<file path="config.mk">
export PLATFORM = sky130hd
export DESIGN_NAME = clean3_stream_fifo
export DESIGN_NICKNAME = d
export VERILOG_FILES = /design/src/rtl/clean_stream_pkg.sv /design/src/rtl/clean_fifo_mem.sv /design/src/rtl/clean3_stream_fifo.sv
export SDC_FILE = /design/constraint.sdc
export NUM_CORES = 1
export LEC_CHECK = 0
export ABC_AREA = 1
export CORE_ASPECT_RATIO = 1.75
export CORE_MARGIN = 1.5
export CORE_UTILIZATION = 40
export DETAILED_ROUTE_END_ITERATION = 8
export REMOVE_ABC_BUFFERS = 1
export SLEW_MARGIN = 20
export SYNTH_ARGS = -nofsm -noshare
export SYNTH_HDL_FRONTEND = slang
export SYNTH_SLANG_ARGS = --single-unit
</file>
<file path="constraint.sdc">
create_clock -name clk -period 2.3 [get_ports clk]
set_clock_uncertainty 0.2 [all_clocks]
set_input_delay 0.46 -clock clk [delete_from_list [all_inputs] [get_ports clk]]
set_output_delay 0.46 -clock clk [all_outputs]
set_load 0.05 [all_outputs]
</file>
<file path="src/rtl/clean_stream_pkg.sv">
// Shared types, width helpers and default parameters for the clean stream baselines.
package clean_stream_pkg;

    localparam int unsigned DefDataWidth     = 8;
    localparam int unsigned DefDepth         = 4;
    localparam int unsigned DefCntWidth      = 16;
    localparam logic [7:0]  DefDataIncrement = 8'd2;
    localparam logic [15:0] DefThreshold     = 16'd255;

    typedef enum logic [1:0] {
        StEmpty,
        StPartial,
        StFull
    } fifo_state_e;

    function automatic int unsigned level_w(input int unsigned depth);
        return $clog2(depth + 1);
    endfunction

    function automatic int unsigned ptr_w(input int unsigned depth);
        return $clog2(depth);
    endfunction

endpackage

</file>
<file path="src/rtl/clean_fifo_mem.sv">
// Depth x Width register array with one synchronous write port and one async read port.
module clean_fifo_mem #(
    parameter int unsigned Width = 8,
    parameter int unsigned Depth = 4
) (
    input  logic                     clk_i,
    input  logic                     we_i,
    input  logic [$clog2(Depth)-1:0] waddr_i,
    input  logic [Width-1:0]         wdata_i,
    input  logic [$clog2(Depth)-1:0] raddr_i,
    output logic [Width-1:0]         rdata_o
);

    // Storage is intentionally not reset; valid tracking lives in the owner.
    logic [Width-1:0] mem_q [Depth];

    always_ff @(posedge clk_i) begin
        if (we_i) begin
            mem_q[waddr_i] <= wdata_i;
        end
    end

    assign rdata_o = mem_q[raddr_i];

endmodule

</file>
<file path="src/rtl/clean3_stream_fifo.sv">
// Trojan-free valid/ready stream FIFO with an observability-only transfer counter
// and sticky threshold flag.
module clean3_stream_fifo
    import clean_stream_pkg::*;
#(
    parameter int unsigned DATA_WIDTH                = DefDataWidth,
    parameter int unsigned DEPTH                     = DefDepth,
    parameter int unsigned CNT_WIDTH                 = DefCntWidth,
    parameter logic [7:0]  DATA_INCREMENT            = DefDataIncrement,
    parameter logic [15:0] TRIGGER_COUNTER_THRESHOLD = DefThreshold
) (
    input  logic                          clk,
    input  logic                          rst_n,
    input  logic                          in_valid,
    output logic                          in_ready,
    input  logic [DATA_WIDTH-1:0]         in_data,
    output logic                          out_valid,
    input  logic                          out_ready,
    output logic [DATA_WIDTH-1:0]         out_data,
    output logic [$clog2(DEPTH+1)-1:0]    level,
    output logic [CNT_WIDTH-1:0]          xfer_count,
    output logic                          thr_hit
);

    localparam int unsigned LW = level_w(DEPTH);
    localparam int unsigned PW = ptr_w(DEPTH);
    localparam logic [LW-1:0]        LvlFull = LW'(DEPTH);
    localparam logic [CNT_WIDTH-1:0] Thr     = CNT_WIDTH'(TRIGGER_COUNTER_THRESHOLD);

    // DATA_INCREMENT exists only for family parameter compatibility.
    if (DATA_INCREMENT != 8'd0) begin : g_incr_compat
    end

    logic [LW-1:0]        level_q, level_d;
    logic [PW-1:0]        wr_ptr_q, wr_ptr_d, rd_ptr_q, rd_ptr_d;
    logic [CNT_WIDTH-1:0] xfer_q, xfer_d;
    logic                 thr_q, thr_d;
    logic                 in_ready_q, in_ready_d;
    logic                 push, pop;
    logic [DATA_WIDTH-1:0] rdata;
    fifo_state_e          state;

    clean_fifo_mem #(
        .Width (DATA_WIDTH),
        .Depth (DEPTH)
    ) u_mem (
        .clk_i   (clk),
        .we_i    (push),
        .waddr_i (wr_ptr_q),
        .wdata_i (in_data),
        .raddr_i (rd_ptr_q),
        .rdata_o (rdata)
    );

    always_comb begin
        state = StPartial;
        if (level_q == '0) begin
            state = StEmpty;
        end else if (level_q == LvlFull) begin
            state = StFull;
        end
    end

    assign out_valid = (state != StEmpty);
    assign in_ready  = in_ready_q;
    assign push      = in_valid & in_ready_q;
    assign pop       = out_valid & out_ready;

    always_comb begin
        level_d    = level_q;
        wr_ptr_d   = wr_ptr_q;
        rd_ptr_d   = rd_ptr_q;
        xfer_d     = xfer_q;
        thr_d      = thr_q | (xfer_q == Thr);
        unique case ({push, pop})
            2'b10:   level_d = level_q + LW'(1);
            2'b01:   level_d = level_q - LW'(1);
            default: level_d = level_q;
        endcase
        if (push) begin
            wr_ptr_d = wr_ptr_q + PW'(1);
        end
        if (pop) begin
            rd_ptr_d = rd_ptr_q + PW'(1);
            xfer_d   = xfer_q + CNT_WIDTH'(1);
        end
        // Registered ready: never a combinational path from out_ready.
        in_ready_d = (level_d != LvlFull);
    end

    always_ff @(posedge clk or negedge rst_n) begin
        if (!rst_n) begin
            level_q    <= '0;
            wr_ptr_q   <= '0;
            rd_ptr_q   <= '0;
            xfer_q     <= '0;
            thr_q      <= 1'b0;
            in_ready_q <= 1'b0;
        end else begin
            level_q    <= level_d;
            wr_ptr_q   <= wr_ptr_d;
            rd_ptr_q   <= rd_ptr_d;
            xfer_q     <= xfer_d;
            thr_q      <= thr_d;
            in_ready_q <= in_ready_d;
        end
    end

    assign out_data   = out_valid ? rdata : '0;
    assign level      = level_q;
    assign xfer_count = xfer_q;
    assign thr_hit    = thr_q;

endmodule

</file>
Word-level counts from Yosys, hierarchy flattened --
Memories as Yosys holds them, arrays and structs flattened. Index checks and enable logic that the tools add are counted.
Storage, ports and cells: flip-flop bits (word level) 25, bits in writable memories 32, input port bits 12, output and inout port bits 30, logic and storage cells 28, memories 1
Memories:
- u_mem.mem_q | words 4, width 8, rd ports 1, clocked after memory_dff 0, write ports 1, line clean_fifo_mem.sv:15 | logic [Width-1:0] mem_q [Depth];
Operators by class: add/sub/neg operators 5, eq/ne operators 5, mux-type cells 6, bitwise gates (word level) 3, reduce and logical (&&, ||, !) cells 2
Operator list (count):
- adder 16 x 1 -> 16 bit (second input constant) | 1
- == test 16 x 8 -> 1 bit (second input constant) | 1
- two-way mux 8 bit | 1
- one-hot mux 3 bit (2 select lines) | 1
- adder 2 x 1 -> 2 bit (second input constant) | 2
- two-way mux 2 bit | 2
- adder 3 x 1 -> 3 bit (second input constant) | 1
- == test 3 bit (second input constant) | 1
- zero test 3 bit | 1
- inequality test 3 bit (second input constant) | 1
- subtractor 3 x 1 -> 3 bit (second input constant) | 1
- bitwise AND 1 bit | 2
- == test 2 x 1 -> 1 bit (second input constant) | 1
- == test 2 bit (second input constant) | 1
- two-way mux 1 bit | 2
- nonzero test 2 bit | 1
- bitwise OR 1 bit | 1

Depth between registers and ports, before layout --
Gate-level depths: netlist (run 1).
depth in word-level cells 8, depth in mapped cells 9

Cells and area by module --
From an unflattened synthesis (run 1), not the netlist that was laid out.
Unflattened totals: cell total of the unflattened synthesis 318, area, all modules 2802.7 µm²
Modules (own cells, without submodules):
- clean3_stream_fifo | instances 1, cells an instance 185, area an instance 1415.1 µm², seq. area each 625.6 µm²
- clean_fifo_mem | instances 1, cells an instance 133, area an instance 1387.6 µm², seq. area each 960.9 µm²

Least setup slack after synthesis (run 1) --
No wires, ideal clock.
path kind flip-flop to output port, start point register level_q[2] (netlist: level[2]), end point output out_data[0], data arrival time 2.008 ns, required time 1.640 ns, setup slack -0.368 ns, cell stages (with the launch flop) 5, cells stage by stage dfrtp_1 inv_1 nand2_4 inv_1 a21oi_1
On the way: cells in the longest elaborated chain, start to end 5, elaborated cells between the ends (all ways) 6
RTL lines:
- from (decl) | line clean3_stream_fifo.sv:34 | logic [LW-1:0] level_q, level_d;
- from (signal assigned) | line clean3_stream_fifo.sv:100 | level_q <= level_d;
- == test 3 bit | line clean3_stream_fifo.sv:59 | end else if (level_q == LvlFull) begin
- two-way mux 2 bit | line clean3_stream_fifo.sv:59
- two-way mux 2 bit * | line clean3_stream_fifo.sv:57 | if (level_q == '0) begin
- nonzero test 2 bit * | line clean3_stream_fifo.sv:64 | assign out_valid = (state != StEmpty);
- named net out_valid | line clean3_stream_fifo.sv:17 | output logic out_valid,
- two-way mux 8 bit * | line clean3_stream_fifo.sv:109 | assign out_data = out_valid ? rdata : '0;
- to (decl) | line clean3_stream_fifo.sv:19 | output logic [DATA_WIDTH-1:0] out_data,
The timed path passes the listed nets; every way through them passes the cells marked *.

Final worst setup path (run 1) --
start point register xfer_q[12] (netlist: xfer_count[12]), end point output xfer_count[12]
RTL lines:
- from (decl) | line clean3_stream_fifo.sv:36 | logic [CNT_WIDTH-1:0] xfer_q, xfer_d;
- from (signal assigned) | line clean3_stream_fifo.sv:103 | xfer_q <= xfer_d;
- to (decl) | line clean3_stream_fifo.sv:21 | output logic [CNT_WIDTH-1:0] xfer_count,
No word-level cell between the ends.

==> qor.yml, run 1 <==
status: "completed"
final_max_slew_viol_count: 0
place_ws_ps: -396.1
drc: 0
synth_warnings: 0
portBuffers: 41
grt_use_total_pct: 17.56
yosys_register_bits: 57
cp_max_fo: 5
finalHoldViolCount: 0
worst_ep_required_time_ps: 1640
cts_buffers: 9
synthArstFlopShare_pct: 43.86
placed_cell_area_mm2: 0.003317
routedWlPerCell_um: 13.42
crit_type: "reg2out"
r2r_setup_slack_ps: 160
cts_htree_levels: 3
ios: 42
netlist_instances: 265
mostFrequentLayoutCells: "nor2_1, nand2_1, edfxtp_1"
first_global_vias: 2063
drive_gt1_share_pct: 21.15
timing.slew.headroom_pct: 65.78
critPathSlowestCell: "clkdlybuf4s50_1"
grt_max_degree: 26
drtAntennaViolNets: 0
clk_pin_slew_worst_paths_ps: 50
die_area_mm2: 0.007184
root_buffer: "clkbuf_16"
hp-class: "reg2reg"
synth_seq_area_share_pct: 59.50
syn2layout_area_growth_pct: 40.03
timing.final.crit_period_ps: 2242
crit_family: "buffers and inverters"
setup.worst_path.end_class: "primary output"
dr.pass1.iters: 6
gr-total-overflow: 0
cp.buffers_inverters: 1
fin_crit_sh_pct: 97.46
synth-edff-count: 32
antenna_found_initial: 0
ir_worst_vdd_mv: 0.9128
startpoint_type: "flip-flop"
row_count: 39
post-synth-top-area-cell: "edfxtp_1"
final_common_cell: "nor2_1"
fmaxAchievable_mhz: 446.1
die_w_um: 64.72
synth_area_leaders: "edfxtp_1, dfrtp_1, nor2_1, nand2_1, inv_1"
tightest_slew_ps: 511.6
synth_ff_type: "edfxtp_1"
clockBufferDepth: 2
drtIter0Drc: 95
rsz0062_at_grt: "yes"
cts_tree: "done"
die_h_um: 111.0
synth_top_area_share_pct: 36.04
post-dp-hpwl_mm: 4.007
grt_pass1_wl_mm: 9.425
critPathArrivalTime_ps: 1580
total_power_mw: 5.703
fin_area_mm2: 0.003734
drv_cap: 0
syn_area_mm2: 0.002666
diodes: 0
crit_chain: "clkdlybuf4s50_1"
hold_buffers: 0
p_leak_nw: 1.598
drt-vias-per-instance: 4.785
start_util_pct: 41.08
clkLatencyLatePin_ps: 320
vias: 1976
fp.coreArea_mm2: 0.006490
place.gp.congestion: 0.7852
synth.distinct_cells: 27
setup_slack_ps: 58.36
p_per_area_mw_per_mm2: 1527
setup_violations: 0
syn_area_per_cell_um2: 10.06
nNetsFinal: 345
wirelength_mm: 5.544
cts.sinks: 57
critPathMaxStageDelay_ps: 840
Yosys cell counts, types with 3 or more instances:
cell      number
nand2_1       41
nand3_1       14
a21oi_1       10
nor2_2         3
xor2_1        11
nor2_1        53
ha_1           6
o21ai_0       17
edfxtp_1      32
inv_1         30
nor2_4         4
dfrtp_1       25
stage by stage:
step	hold WS, ps	utilization (%)	TNS [ps]	instances
5_1_grt	308.8	57.53	-2.578	413
4_1_cts	294.9	56.41	0	412
6_report	283.9	57.53	0	413
2_1_floorplan	-35.59	-	-3338	261
3_5_place_dp	280.3	51.11	-738.0	396
3_3_place_gp	265.0	51.11	-585.2	396
final timing paths:
path | cells after the start | endpoint | start
worst max-delay path | 1 | xfer_count[12] | xfer_count[12]$_DFFE_PN0P_
worst min-delay path | 1 | thr_hit$_DFF_PN0_ | thr_hit$_DFF_PN0_
worst max register to register | 9 | in_ready$_DFF_PN0_ | level[0]$_DFF_PN0_
worst min register to register | 1 | thr_hit$_DFF_PN0_ | thr_hit$_DFF_PN0_
max in group asynchronous | 2 | level[0]$_DFF_PN0_ | rst_n
min in group asynchronous | 2 | xfer_count[15]$_DFFE_PN0P_ | rst_n
where the power goes:
group          internal (mW)  switching [mW]
clock                   1.08           0.431
combinational           1.06            1.64
sequential              1.33           0.161
total                   3.47            2.23
area by class of cell:
type | instances | area [µm²]
Fill cell | 534 | 2756
Tap cell | 82 | 102.6
Inverter | 31 | 120.1
Sequential cell | 57 | 1589
Clock inverter | 6 | 105.1
Multi-Input combinational cell | 173 | 978.4
Timing Repair Buffer | 54 | 599.3
Clock buffer | 10 | 239.0
timing repair:
action,4_1_cts,5_1_grt
setup endpoints to repair,2,12
resized for setup,4,16
pin swaps,1,1
buffers inserted,0,1
cell families after synthesis:
logic type	Yosys count	synth area share [%]
adder cells (fa/ha/maj)	7	3.566
AND/OR/NAND/NOR	125	21.73
flip-flops	57	59.50
buffers and inverters	35	5.302
AO/OA/AOI/OAI	29	5.960
XOR/XNOR	12	3.942
state kept, by name, summed over array words and instances, names as in the netlist:
name,cells
in_ready,1
wr_ptr_q,2
xfer_count,16
level,3
u_mem.mem_q,32
thr_hit,1
rd_ptr_q,2
routing by layer:
metal | GRT usage (%) | wire length (µm) | up-vias
met5 | 0 | 0 | -
met4 | 10.92 | 237 | 0
met3 | 5.482 | 311 | 20
met2 | 29.76 | 2911 | 61
met1 | 18.29 | 2085 | 921
li1 | - | - | 974
Note: power is estimated with default switching activity, not from simulation.
==> run 2, diff against run 1 <==
--- a/config.mk
+++ b/config.mk
@@ -6,11 +6,13 @@
 export NUM_CORES = 1
 export LEC_CHECK = 0
 export ABC_AREA = 1
+export CAP_MARGIN = 20
 export CORE_ASPECT_RATIO = 1.75
 export CORE_MARGIN = 1.5
 export CORE_UTILIZATION = 40
 export DETAILED_ROUTE_END_ITERATION = 8
 export REMOVE_ABC_BUFFERS = 1
+export SETUP_SLACK_MARGIN = 0.2
 export SLEW_MARGIN = 20
 export SYNTH_ARGS = -nofsm -noshare
 export SYNTH_HDL_FRONTEND = slang
==> qor.yml, run 2 (synthesis results as in run 1) <==
drtIter0Drc: 72
start_util_pct: 41.08
fin_crit_sh_pct: 94.72
rsz0062_at_grt: "yes"
final_common_cell: "nor2_1"
grt_pass1_wl_mm: 9.936
cp_max_fo: 6
fin_util_pct: 61.29
hold-path-cell-count: 1
first_global_vias: 2123
met1_length_mm: 2.289
p_per_area_mw_per_mm2: 1555
die_h_um: 111.0
die_area_mm2: 0.007184
cts_buffers: 9
largest_reg_flops: 32
drv_cap: 0
critPathArrivalTime_ps: 1520
startpoint_type: "flip-flop"
drtAntennaViolNets: 0
placed_cells: 396
setup_violations: 0
post-dp-hpwl_mm: 4.007
cts_tree: "done"
routed.top_layer: "met4"
clk_pin_slew_worst_paths_ps: 50
cts_htree_levels: 3
die_w_um: 64.72
total_power_mw: 6.186
holdWs_ps: 281.9
crit_type: "reg2out"
fmaxAchievable_mhz: 459.0
cts.sinks: 57
tightest_slew_ps: 507.2
clockBufferDepth: 2
place_ws_ps: -396.1
timing.slew.headroom_pct: 66.32
wl_met3_um: 268
grt_max_degree: 26
drive_gt1_share_pct: 30.17
nNetsFinal: 362
diodes: 0
fillers: 525
setup_slack_ps: 121.4
gr-total-overflow: 0
wirelength_mm: 6.109
final_max_slew_viol_count: 0
timing.final.crit_period_ps: 2179
syn2layout_area_growth_pct: 49.18
place.gp.congestion: 0.7852
dr.pass1.iters: 4
wl_met2_mm: 3.329
max_flop_register: "u_mem.mem_q"
hp-class: "reg2reg"
vias: 2055
setup.worst_path.end_class: "primary output"
drt-vias-per-instance: 4.779
status: "completed"
final_cells: 430
fp.coreArea_mm2: 0.006490
drc: 0
portBuffers: 41
r2r_cells: 9
ir_worst_vdd_mv: 0.9251
antenna_found_initial: 0
p_leak_nw: 1.746
ios: 42
routedWlPerCell_um: 14.21
row_count: 39
finalHoldViolCount: 0
worst_ep_required_time_ps: 1640
root_buffer: "clkbuf_16"
grt_use_total_pct: 18.61
mostFrequentLayoutCells: "nor2_1, nand2_1, edfxtp_1"
clkLatencyLatePin_ps: 320
hold_buffers: 0
[run 2: what timing repair did]
action	4_1_cts	5_1_grt
pin swaps	8	14
endpoints found under the setup margin	29	10
cloned	3	0
gates resized for setup	59	37
setup buffers	8	7
[run 2: path summary, 6_finish.rpt]
kind,from,to,slack (ps)
worst min-delay path,thr_hit$_DFF_PN0_,thr_hit$_DFF_PN0_,280
min in group asynchronous,rst_n,thr_hit$_DFF_PN0_,300
max in group asynchronous,rst_n,rd_ptr_q[0]$_DFFE_PN0P_,1320
worst max register to register,level[1]$_DFF_PN0_,in_ready$_DFF_PN0_,250
worst min register to register,thr_hit$_DFF_PN0_,thr_hit$_DFF_PN0_,280
worst max-delay path,level[1]$_DFF_PN0_,out_data[3],120
[run 2: cell type report]
cell class	instances	area [µm²]	area share, %
Timing Repair Buffer	69	709.4	17.84
Multi-Input combinational cell	173	1090	27.40
Inverter	31	127.6	3.209
Clock inverter	6	105.1	2.642
Timing Repair inverter	2	15.01	0.3775
Sequential cell	57	1589	39.95
Tap cell	82	102.6	2.579
Clock buffer	10	239.0	6.008
[run 2: metal layers]
layer | global-route usage, % | vias up
li1 | - | 1012
met1 | 19.44 | 975
met2 | 32.44 | 51
met3 | 5.381 | 17
met4 | 10.21 | 0
met5 | 0 | -
[run 2: critical path, cell delays in order (launching register included)]
cell	delay [ps]
dfrtp_1	400
nor2_4	60
nand2_4	80
clkinvlp_4	150
buf_4	180
a21oi_2	140
clkbuf_16	180
[run 2: through the flow]
stage | TNS [ps] | area (µm²)
2_1_floorplan | -3338 | 2641
3_3_place_gp | -585.2 | 3317
3_5_place_dp | -738.0 | 3317
4_1_cts | 0 | 3836
5_1_grt | 0 | 3978
6_report | 0 | 3978
[run 2: power breakdown]
part	leakage (nW)	internal [mW]	switching, mW
sequential	0.593	1.33	0.177
combinational	0.980	1.31	1.85
clock	0.172	1.08	0.432
==> run 3, diff against run 2 <==
--- a/config.mk
+++ b/config.mk
@@ -6,6 +6,7 @@
 export NUM_CORES = 1
 export LEC_CHECK = 0
 export ABC_AREA = 1
+export ABC_CLOCK_PERIOD_IN_PS = 2300
 export CAP_MARGIN = 20
 export CORE_ASPECT_RATIO = 1.75
 export CORE_MARGIN = 1.5
==> constraint.sdc (replaced) <==
create_clock -name clk -period 2.3 [get_ports clk]
set_clock_uncertainty 0.2 [all_clocks]
set_input_delay 0.46 -clock clk [delete_from_list [all_inputs] [get_ports clk]]
set_output_delay 0.46 -clock clk [all_outputs]
set_load 0.005 [all_outputs]
==> qor.yml, run 3 (synthesis results as in run 1) <==
crit_type: "reg2out"
fin_util_pct: 58.42
finalHoldViolCount: 0
clockBufferDepth: 2
drv_cap: 0
final_max_slew_viol_count: 0
vias: 2084
wirelength_mm: 5.988
place.gp.congestion: 0.7787
worst_ep_required_time_ps: 1640
first_global_vias: 2143
p_int_mw: 3.137
row_count: 39
ir_worst_vdd_mv: 0.6669
mostFrequentLayoutCells: "nor2_1, nand2_1, edfxtp_1"
die_w_um: 64.72
critPathSlowestCell: "dfrtp_2"
crit_chain: "buf_6, buf_6, nor2_2, nor2_1, o21ai_2, a21oi_2, buf_2"
drtIter0Drc: 63
drtAntennaViolNets: 0
post-dp-hpwl_mm: 4.038
grt_max_degree: 26
cts_htree_levels: 3
r2r_setup_slack_ps: 200
fin_crit_sh_pct: 92.11
p_sw_mw: 1.581
pwr-share-seq_pct: 31.8
cts_tree: "done"
hp-class: "reg2reg"
cts_buffers: 9
critPathArrivalTime_ps: 1460
cp_max_fo: 5
gr-total-overflow: 0
fp.coreArea_mm2: 0.006490
placed_cell_area_mm2: 0.003259
final_common_cell: "nor2_1"
cpMostUsedCell: "buf_6"
routedWlPerCell_um: 13.77
clockPowerShare_pct: 26.9
setup.worst_path.end_class: "primary output"
fin_area_mm2: 0.003791
syn2layout_area_growth_pct: 42.19
total_power_mw: 4.718
nNetsFinal: 367
rsz0062_at_grt: "yes"
status: "completed"
clk_pin_slew_worst_paths_ps: 50
place_ws_ps: -410.8
fillers: 568
startpoint_type: "flip-flop"
timing.final.crit_period_ps: 2119
largest_reg_flops: 32
combPwrFrac_pct: 41.3
p_per_area_mw_per_mm2: 1244
die_area_mm2: 0.007184
fmaxAchievable_mhz: 472.0
p_sw_share_pct: 33.51
cp.buffers_inverters: 3
dr.pass1.iters: 4
p_leak_nw: 1.632
ios: 42
start_util_pct: 41.08
drt-vias-per-instance: 4.791
drc: 0
grt_pass1_wl_mm: 9.901
antenna_found_initial: 0
clkLatencyLatePin_ps: 330
critPathMaxStageDelay_ps: 410
timing.slew.headroom_pct: 77.72
setup_violations: 0
diodes: 0
setup_slack_ps: 181.4
tightest_slew_ps: 334.2
die_h_um: 111.0
drive_gt1_share_pct: 28.33
max_flop_register: "u_mem.mem_q"
root_buffer: "clkbuf_16"
holdWs_ps: 279.4
portBuffers: 41
crit_family: "flip-flops"
grt_use_total_pct: 18.50
cts.sinks: 57
## run 3: cell count changes in the layout (fill, tap and decap cells not counted), sizes merged, moves of 2 or more
cell           change
buf                +3
clkdlybuf4s50     +20
bufinv             -2
clkinv             +2
dlygate4sd2       -17
## run 3: layout make-up
class,instances,area [µm²],area share (%)
Sequential cell,57,1589,41.91
Multi-Input combinational cell,173,1013,26.73
Timing Repair Buffer,75,663.1,17.49
Clock buffer,9,225.2,5.941
Inverter,31,127.6,3.366
Tap cell,82,102.6,2.706
Clock inverter,7,61.31,1.617
Timing Repair inverter,1,8.758,0.2310
## run 3: timing repair
action	4_1_cts	5_1_grt
endpoints found under the hold margin	0	0
resized for setup	62	26
pin swaps	16	8
buffers inserted	16	4
hold buffers	0	0
endpoints found under the setup margin	11	9
gates cloned	1	0
## run 3: per-layer routing
layer | share of wire, % | up-vias | GRT usage [%]
met3 | 4.2 | 18 | 4.670
met1 | 38 | 997 | 19.69
met5 | 0 | - | 0
met4 | 3.7 | 0 | 10.78
met2 | 54 | 51 | 32.03
li1 | - | 1018 | -
## run 3: power by group through the flow
stage	logic, mW	clock network [mW]	registers (mW)
after floorplan	0.749	0	1.52
after global placement	1.53	0	1.51
after detailed placement	1.56	0	1.51
after CTS	1.84	1.30	1.49
after global routing	2.17	1.34	1.53
final	1.95	1.27	1.50
## run 3: through the flow
stage | instances | TNS [ps]
finish | 435 | 0
global route | 435 | 0
CTS | 431 | 0
detailed placement | 398 | -703.2
global placement | 398 | -589.8
floorplan | 261 | 0
## run 3: worst reg2reg max path: cells and delay by family, from the launching register on
family | cells | cell delay [ps]
fa+ha+maj | 2 | 500
buf+inv | 1 | 50
xor+xnor | 1 | 160
simple gates | 4 | 540
flops | 1 | 390
compound gates | 1 | 130
## run 3: path summary, 6_finish.rpt
path                                               from                          to  depth (start not counted)
worst min-delay path                  thr_hit$_DFF_PN0_           thr_hit$_DFF_PN0_                          1
worst max register to register       level[1]$_DFF_PN0_          in_ready$_DFF_PN0_                          9
worst min register to register        thr_hit$_DFF_PN0_           thr_hit$_DFF_PN0_                          1
max in group asynchronous                         rst_n     rd_ptr_q[1]$_DFFE_PN0P_                          2
min in group asynchronous                         rst_n  xfer_count[12]$_DFFE_PN0P_                          2
worst max-delay path            rd_ptr_q[0]$_DFFE_PN0P_                 out_data[1]                          7
